$ cat src/rtl/imem_boot_loader.sv
// Boot loader: assembles a length-prefixed big-endian byte stream into 32-bit words,
// writes them into instruction memory while the CPU is stalled, then hands over to fetch.
module imem_boot_loader #(
    parameter int unsigned ADDR_WIDTH = 6,
    parameter int unsigned DATA_WIDTH = 32
) (
    input  logic                  clk,
    input  logic                  reset,
    input  logic                  restart,
    input  logic                  rx_valid,
    input  logic [7:0]            rx_data,
    output logic                  rx_ready,
    input  logic [ADDR_WIDTH-1:0] cpu_addr,
    output logic                  cpu_stall,
    output logic [ADDR_WIDTH-1:0] mem_a,
    output logic                  mem_we,
    output logic [DATA_WIDTH-1:0] mem_wd,
    output logic                  load_done,
    output logic                  load_error,
    output logic [ADDR_WIDTH:0]   words_loaded
);

    localparam int unsigned CNT_W   = ADDR_WIDTH + 1;
    localparam int unsigned DEPTH   = 1 << ADDR_WIDTH;
    localparam logic [7:0]  MAX_LEN = 8'(DEPTH);

    typedef enum logic [2:0] {
        WAIT_LEN,
        LOAD,
        LAST,
        RUN,
        ERROR
    } state_t;

    state_t                state;
    logic [23:0]           asm_q;
    logic [1:0]            byte_cnt;
    logic [CNT_W-1:0]      n_q;
    logic [CNT_W-1:0]      word_cnt;
    logic [CNT_W-1:0]      next_cnt;
    logic [ADDR_WIDTH-1:0] addr_q;
    logic                  accept;
    logic                  len_ok;

    assign accept   = rx_valid && rx_ready;
    assign len_ok   = (rx_data != 8'd0) && (rx_data <= MAX_LEN);
    assign next_cnt = word_cnt + CNT_W'(1);

    // Fetch path owns the address port once the program is running.
    assign mem_a        = (state == RUN) ? cpu_addr : addr_q;
    assign words_loaded = word_cnt;

    always_ff @(posedge clk) begin
        if (reset) begin
            state      <= WAIT_LEN;
            rx_ready   <= 1'b1;
            cpu_stall  <= 1'b1;
            mem_we     <= 1'b0;
            mem_wd     <= '0;
            addr_q     <= '0;
            load_done  <= 1'b0;
            load_error <= 1'b0;
            word_cnt   <= '0;
            byte_cnt   <= '0;
            asm_q      <= '0;
            n_q        <= '0;
        end else if (restart) begin
            // Restart wins over everything, including a pending 4th byte.
            state      <= WAIT_LEN;
            rx_ready   <= 1'b1;
            cpu_stall  <= 1'b1;
            mem_we     <= 1'b0;
            addr_q     <= '0;
            load_done  <= 1'b0;
            load_error <= 1'b0;
            word_cnt   <= '0;
            byte_cnt   <= '0;
        end else begin
            mem_we <= 1'b0;
            unique case (state)
                WAIT_LEN: begin
                    if (accept) begin
                        if (len_ok) begin
                            n_q      <= CNT_W'(rx_data);
                            word_cnt <= '0;
                            byte_cnt <= '0;
                            state    <= LOAD;
                        end else begin
                            load_error <= 1'b1;
                            state      <= ERROR;
                        end
                    end
                end
                LOAD: begin
                    if (accept) begin
                        byte_cnt <= byte_cnt + 2'd1;
                        if (byte_cnt == 2'd3) begin
                            mem_we   <= 1'b1;
                            mem_wd   <= DATA_WIDTH'({asm_q, rx_data});
                            addr_q   <= word_cnt[ADDR_WIDTH-1:0];
                            word_cnt <= next_cnt;
                            if (next_cnt == n_q) begin
                                rx_ready <= 1'b0;
                                state    <= LAST;
                            end
                        end else begin
                            asm_q <= {asm_q[15:0], rx_data};
                        end
                    end
                end
                LAST: begin
                    cpu_stall <= 1'b0;
                    load_done <= 1'b1;
                    state     <= RUN;
                end
                RUN: begin
                end
                ERROR: begin
                end
                default: state <= WAIT_LEN;
            endcase
        end
    end

endmodule

$ cat config.mk
export PLATFORM = sky130hd
export DESIGN_NAME = imem_boot_loader
export DESIGN_NICKNAME = d
export VERILOG_FILES = /design/src/rtl/imem_boot_loader.sv
export SDC_FILE = /design/constraint.sdc
export NUM_CORES = 1
export LEC_CHECK = 0
export ABC_AREA = 1
export ABC_CLOCK_PERIOD_IN_PS = 2500
export CAP_MARGIN = 20
export CORE_AREA = 2 2 74 104
export DETAILED_ROUTE_END_ITERATION = 10
export DIE_AREA = 0 0 76 106
export PLACE_DENSITY = 0.76
export SETUP_SLACK_MARGIN = 0.05
export SYNTH_ARGS = -nofsm -noshare
export SYNTH_HDL_FRONTEND = slang
export SYNTH_SLANG_ARGS = --single-unit
$ cat constraint.sdc
create_clock -name clk -period 2.5 [get_ports clk]
set_clock_uncertainty 0.2 [all_clocks]
set_input_delay 0.25 -clock clk [delete_from_list [all_inputs] [get_ports clk]]
set_output_delay 0.25 -clock clk [all_outputs]
set_load 0.01 [all_outputs]
==> summary.txt <==
Layout
  – Syn-to-layout area delta: 27.9%
  – Final net count: 548
  – # diodes: 0
  – Share of layout cells above drive strength 1: about a tenth
  – Utilization after layout: around 62%
  – Final cell count without fillers: 630
  – Filler Cell Count: approximately 670

Setup path
  – CP bufs+invs: 2
  – CP Depth: 4
  – CP peak stage delay: 480 ps
  – Cell family with most CP delay: buffers and inverters
  – WP data arrival: between 1500 and 2000 ps
  – Worst setup SP type: flip-flop
  – CP endpoint: mem_a[2]
  – CP cell instances: inv_1, nand3_2, mux2_2, clkdlybuf4s50_1
  – Slowest-stage cell, CP: clkdlybuf4s50_1
  – CP required: 2050 ps
  – Reg2reg setup slack: 380 ps
  – RR Startpoint: words_loaded[0]
  – Crit path launch: state[2]
  – Critical R2R Capture: state[0]
  – CP Max Fanout: 8
  – Critical path endpoint category: output port
  – CP Class: reg2out
  – R2R depth: 15

Clock tree
  – Clk root buf: clkbuf_8
  – CTS Buf Count: 9
  – Clk sinks: 86
  – CTS H-tree lvls: 3
  – Post-CTS Hold Fix Bufs: 0
  – Setup bufs post-CTS: 0
  – # resized after CTS: 0
  – Worst-path clk slew: around 80 ps
  – CTS tree: built
  – Clock Latency Late Sink: approximately 360 ps
  – Clock tree buffer depth: 2

Yosys
  – Compound-Gate Fraction of Synth Area: around 16%
  – Cell count after synthesis: roughly 460
  – Post-synthesis mux area share: between 1.5 and 2%
  – Sequential share of the synthesized area: between 40% and 50%
  – Cell area after synthesis: 3500 µm²
  – YS warnings: 0
  – Simple-gate portion of the synthesized area: about a quarter
  – Post-Synth XOR/XNOR Area: less than 1%
  – Largest family of logic cells by synthesized area: simple AND/OR/NAND/NOR gates
  – Count of cell types in the netlist: 29
  – Synth Area in Adders: less than 1%
  – Synthesized flop and latch total: between 80 and 90
  – Syn avg cell area: ~7.6 µm²
  – Syn_nets: approximately 480

Floorplanning
  – Die height: around 110 µm
  – Die ar.: just over 8000 µm²
  – Cell Rows: 37
  – Starting density of the core: 48.7%
  – Core area: 7180 µm²
  – I/O pin cnt: 68
  – Die extent in x: between 70 and 80 µm

Drt
  – Final wirelength: around 8300 µm
  – Pre-antenna DRT Iters: 4
  – Antenna Nets Post-Route: 0
  – Wire per inst: between 10 and 15 µm
  – Vias: 3163
  – Residual DRC: 0
  – Number of DRC markers in iteration 0: roughly 150
  – Via density: between 5 and 6

GRT
  – First-pass GRT wire length: approximately 14000 µm
  – Number of global-route vias before repair: 2899
  – GRT Total Usage: 21.1%
  – Grt total ovfl: 0
  – Initial antenna violation count: 0
  – Pin count of the biggest net entering global routing: 36

Power and ir drop
  – Clock power share: between 30% and 40%
  – PD cells: about 630 nW/µm²
  – Switching share of power: around a quarter
  – Switching power: between 0.7 and 0.8 mW
  – Overall power: around 2.8 mW
  – Reg power frac: a little over 50%
  – Combinational share of power: 9.3%
  – Worst VDD drop: 0.436 mV
  – Pint: 2.10 mW
  – P_leak: 1.86 nW

Min path
  – Min-Delay Path Class: reg2reg

STA
  – Final setup fails: 0
  – Slew @ Worst Pin: about 460 ps
  – Relative slew slack: between 60 and 70%
  – Max-slew violation count: 0
  – Final min period: between 2000 and 2500 ps
  – Final worst path period share: 91.4%
  – RSZ-0062 raised after global routing: no
  – Setup TNS: 0 ps
  – Final Hold Vio Count: 0
  – Max Fclk: 438 MHz

Place
  – Detail Placement HPWL: between 5000 and 6000 µm
  – Inst Count DP: roughly 610
  – Buffers on Ports: 67
  – Gpl congestion: roughly 0.81

Job
  – Max-Cap Viols: 0

Status
  – Status: complete, no violations
==> through the flow <==
stage / hold slack [ps] / setup slack, ps / area, µm²
after CTS: 252 / 59.1 / 4470
after floorplan: 119 / 635 / 3500
after global placement: 234 / 326 / 4240
after global routing: 285 / 96.4 / 4470
final: 255 / 215 / 4470
after detailed placement: 234 / 255 / 4240
==> cells in the final DEF, fill, tap and decap left out, drive strengths merged, types with 2 or more instances in the layout <==
| cell type | instances |
|---|---|
| a211oi | 2 |
| a21oi | 33 |
| buf | 8 |
| bufinv | 2 |
| clkbuf | 10 |
| clkdlybuf4s50 | 67 |
| clkinv | 2 |
| dfxtp | 86 |
| ha | 2 |
| inv | 36 |
| mux2 | 5 |
| nand2 | 59 |
| nand3 | 17 |
| nand3b | 2 |
| nand4 | 2 |
| nor2 | 120 |
| o21ai | 75 |
==> state kept, by name (all words and copies together), names as in the netlist <==
| signal | cells |
|---|---|
| addr_q | 6 |
| asm_q | 24 |
| byte_cnt | 2 |
| cpu_stall | 1 |
| load_done | 1 |
| load_error | 1 |
| mem_wd | 32 |
| mem_we | 1 |
| n_q | 7 |
| rx_ready | 1 |
| state | 3 |
| words_loaded | 7 |
==> worst min path at each step <==
stage / startpoint / to / depth (start not counted)
detailed placement: cpu_stall / cpu_stall / 2
global route: cpu_stall / cpu_stall / 2
CTS: cpu_stall / cpu_stall / 2
global placement: cpu_stall / cpu_stall / 2
finish: cpu_stall / cpu_stall / 2
floorplan: reset / n_q[0] / 1
==> Yosys cell counts (all sizes together) <==
library cell	instances	area, µm²
a211oi	2	20.0
a21oi	33	165
buf	10	68.8
clkbuf	11	41.3
dfxtp	86	1720
ha	2	25.0
inv	34	128
mux2	5	56.3
nand2	59	234
nand3	17	105
nand3b	2	15.0
nand4	2	12.5
nor2	120	480
nor3	1	10.0
o21a	1	7.51
o21ai	75	383
or2	1	6.26
xnor2	1	8.76
xor2	1	8.76
==> power by group through the flow <==
stage	logic [mW]	clock network [mW]	registers, mW
finish	0.261	1.12	1.42
global placement	0.253	0	1.45
global route	0.294	1.19	1.42
detailed placement	0.259	0	1.45
floorplan	0.175	0	1.45
CTS	0.261	1.13	1.42
==> area by class of cell <==
class                      count  area [µm²]  share of cell area (%)
sequential                    86        1720                    38.5
multi-input combinational    322        1540                    34.5
timing repair buffer          75         731                    16.3
clock buffer                  10         138                    3.08
inverter                      34         128                    2.85
tap                           97         121                    2.71
clock inverter                 6        91.3                    2.04
==> layer usage <==
metal / up-vias / share of wire (%) / track usage (%)
li1: 1631 / - / -
met1: 1440 / 42 / 24.4
met2: 79 / 51 / 37.3
met3: 13 / 4.9 / 5.09
met4: 0 / 1.7 / 8.57
met5: - / 0 / 0
==> worst register-to-register path, stage by stage, from the launching register on <==
cell     delay [ps]
dfxtp_1         500
ha_1            250
nand2_2         100
nor2_2          150
inv_1            50
nand2_1         110
inv_1            50
nand2_1          50
nand2_1          60
nor2_2          130
nand2_1          80
nand2_1          60
nand2_1          80
nand2_1          80
nand2_1          50
nor2_1           70
==> cells by family (layout without fill, tap and decap cells) <==
family | after synthesis | after routing
xor gates and xnor gates | 2 | 2
DFF | 86 | 86
adders and majority gates | 2 | 2
AOI/OAI and AO/OA | 111 | 111
and+or+nand+nor | 202 | 202
muxes | 5 | 5
buffers and inverters | 55 | 125
(Power assumes the default switching activity.)
==> RTL change: new RTL, same settings <==
The parameter `ADDR_WIDTH` goes from 6 to 4.
--- a/src/rtl/imem_boot_loader.sv
+++ b/src/rtl/imem_boot_loader.sv
@@ -1,7 +1,7 @@
 // Boot loader: assembles a length-prefixed big-endian byte stream into 32-bit words,
 // writes them into instruction memory while the CPU is stalled, then hands over to fetch.
 module imem_boot_loader #(
-    parameter int unsigned ADDR_WIDTH = 6,
+    parameter int unsigned ADDR_WIDTH = 4,
     parameter int unsigned DATA_WIDTH = 32
 ) (
     input  logic                  clk,
Ports: changed (resized cpu_addr, mem_a and words_loaded); port bits go from 68 to 62. The function was not compared with the original's and may differ.
==> RTL change against the original RTL <==
Area after synthesis fell by 11%; design area fell by 11%; power fell by 17%; worst setup slack improved by 0.033 ns; sequential cell count fell by 6; register-to-register slack improved by 0.07 ns; die area did not move; wire length fell by 14%; maximum frequency rose by 1.4%; largest power group unchanged.
==> RTL change: results (changes against the original RTL) <==
Wirelength per Cell - 12.4 µm (-5.8%)
total track usage - 18.5% (-2.5 points)
Worst EP arrival - 1.80 ns (-0.03 ns)
M1 WL - 3050 µm (-12%)
worst slack, placed - 0.317 ns (+0.0628 ns)
Net Count, Synth - 430 (-11%)
commonest cells in the netlist - nor2_1, dfxtp_1, o21ai_0
metal3 WL - 318 µm (-21%)
CTS resizes - 0 (unchanged)
P_sw - 0.601 mW (-14%)
Combinational Power Share - 6.8% (-2.5 points)
sequential power share - 56.3% (+5.5 points)
first-pass GRT wire length - 12100 µm (-12%)
ranking of synthesized cells by area - dfxtp_1, nor2_1, o21ai_0, nand2_1, a21oi_1
Synthesis Warnings - 0 (unchanged)
initial DRC count - 85 (-45%)
RD Place Congestion - 0.854 (+4.9%)
Worst-path clk slew - 0.08 ns (about the same)
Worst path max stage delay - 0.47 ns
worst hold path class - flop to flop
Pleak - 1.76 nW (-5.5%)
number of buffers created by CTS - 9 (unchanged)
Peak VDD IR - 0.000464 V (+6.4%)
global-route track usage on met2 - 32.1% (-5.2 points)
post-DP HPWL - 4890 µm (-17%)
Fill cells - 696 (+3.4%)
status - complete, no violations
sequential cell area fraction in the yosys report - 51.3% (+2.1 points)
number of global-route vias before repair - 2681 (-7.5%)
Netlist cell types - 24 (-17%)
largest net degree at the start of global routing - 63 (+75%)
vias - 2805 (-11%)
Detail Route met2 WL - 3560 µm (-16%)
Sw Share - 25.9% (+0.80 points)
met1 Use GR - 21.1% (-3.4 points)
Final Net Count - 490 (-11%)
worst skew pair latency - 0.35 ns
top_reg_cell synth - dfxtp_1
Crit Path Max Fanout - 5 (-3)
Worst Max-Slew Pin Slew - 0.597 ns (+0.134 ns)
placed cell area - 3810 µm² (-10%)
dpl cells - 558 (-9.1%)
vias per cell - 4.89 (-2.7%)
share of post-route cells with drive strength above 1 - 7.13% (-3.2 points)
Syn Inst Count - 412 (-11%)
# port buffers - 61 (-9.0%)
drt pass-1 iters - 4 (unchanged)
biggest regs - mem_wd: 32 flops, asm_q: 24 flops
## RTL change: kinds of logic (layout without fill, tap and decap cells)
family          count (synthesis)  after routing  share of synthesized area, %
mux                             4              4                          1.44
compound gates                 92             92                          14.9
buf+inv                        50            115                          6.69
simple gates                  184            184                          24.9
fa+ha+maj                       2              2                         0.801
flops                          80             80                          51.3
## RTL change: layout make-up
cell class | count | area, µm² | area share (%)
clock buffers | 9 | 124 | 3.10
multi-input cells | 282 | 1320 | 32.9
repair buffers | 65 | 653 | 16.3
well taps | 97 | 121 | 3.03
clock inverters | 7 | 56.3 | 1.41
flip-flops and latches | 80 | 1600 | 40.0
inverters | 34 | 128 | 3.19
## RTL change: worst paths after layout
kind | slack (ns) | endpoint | from | cells after the start
worst min-delay path | 0.25 | load_done | load_done | 2
worst max-delay path | 0.25 | mem_a[0] | state[2] | 4
worst min register to register | 0.25 | load_done | load_done | 2
worst max register to register | 0.45 | state[0] | words_loaded[0] | 10
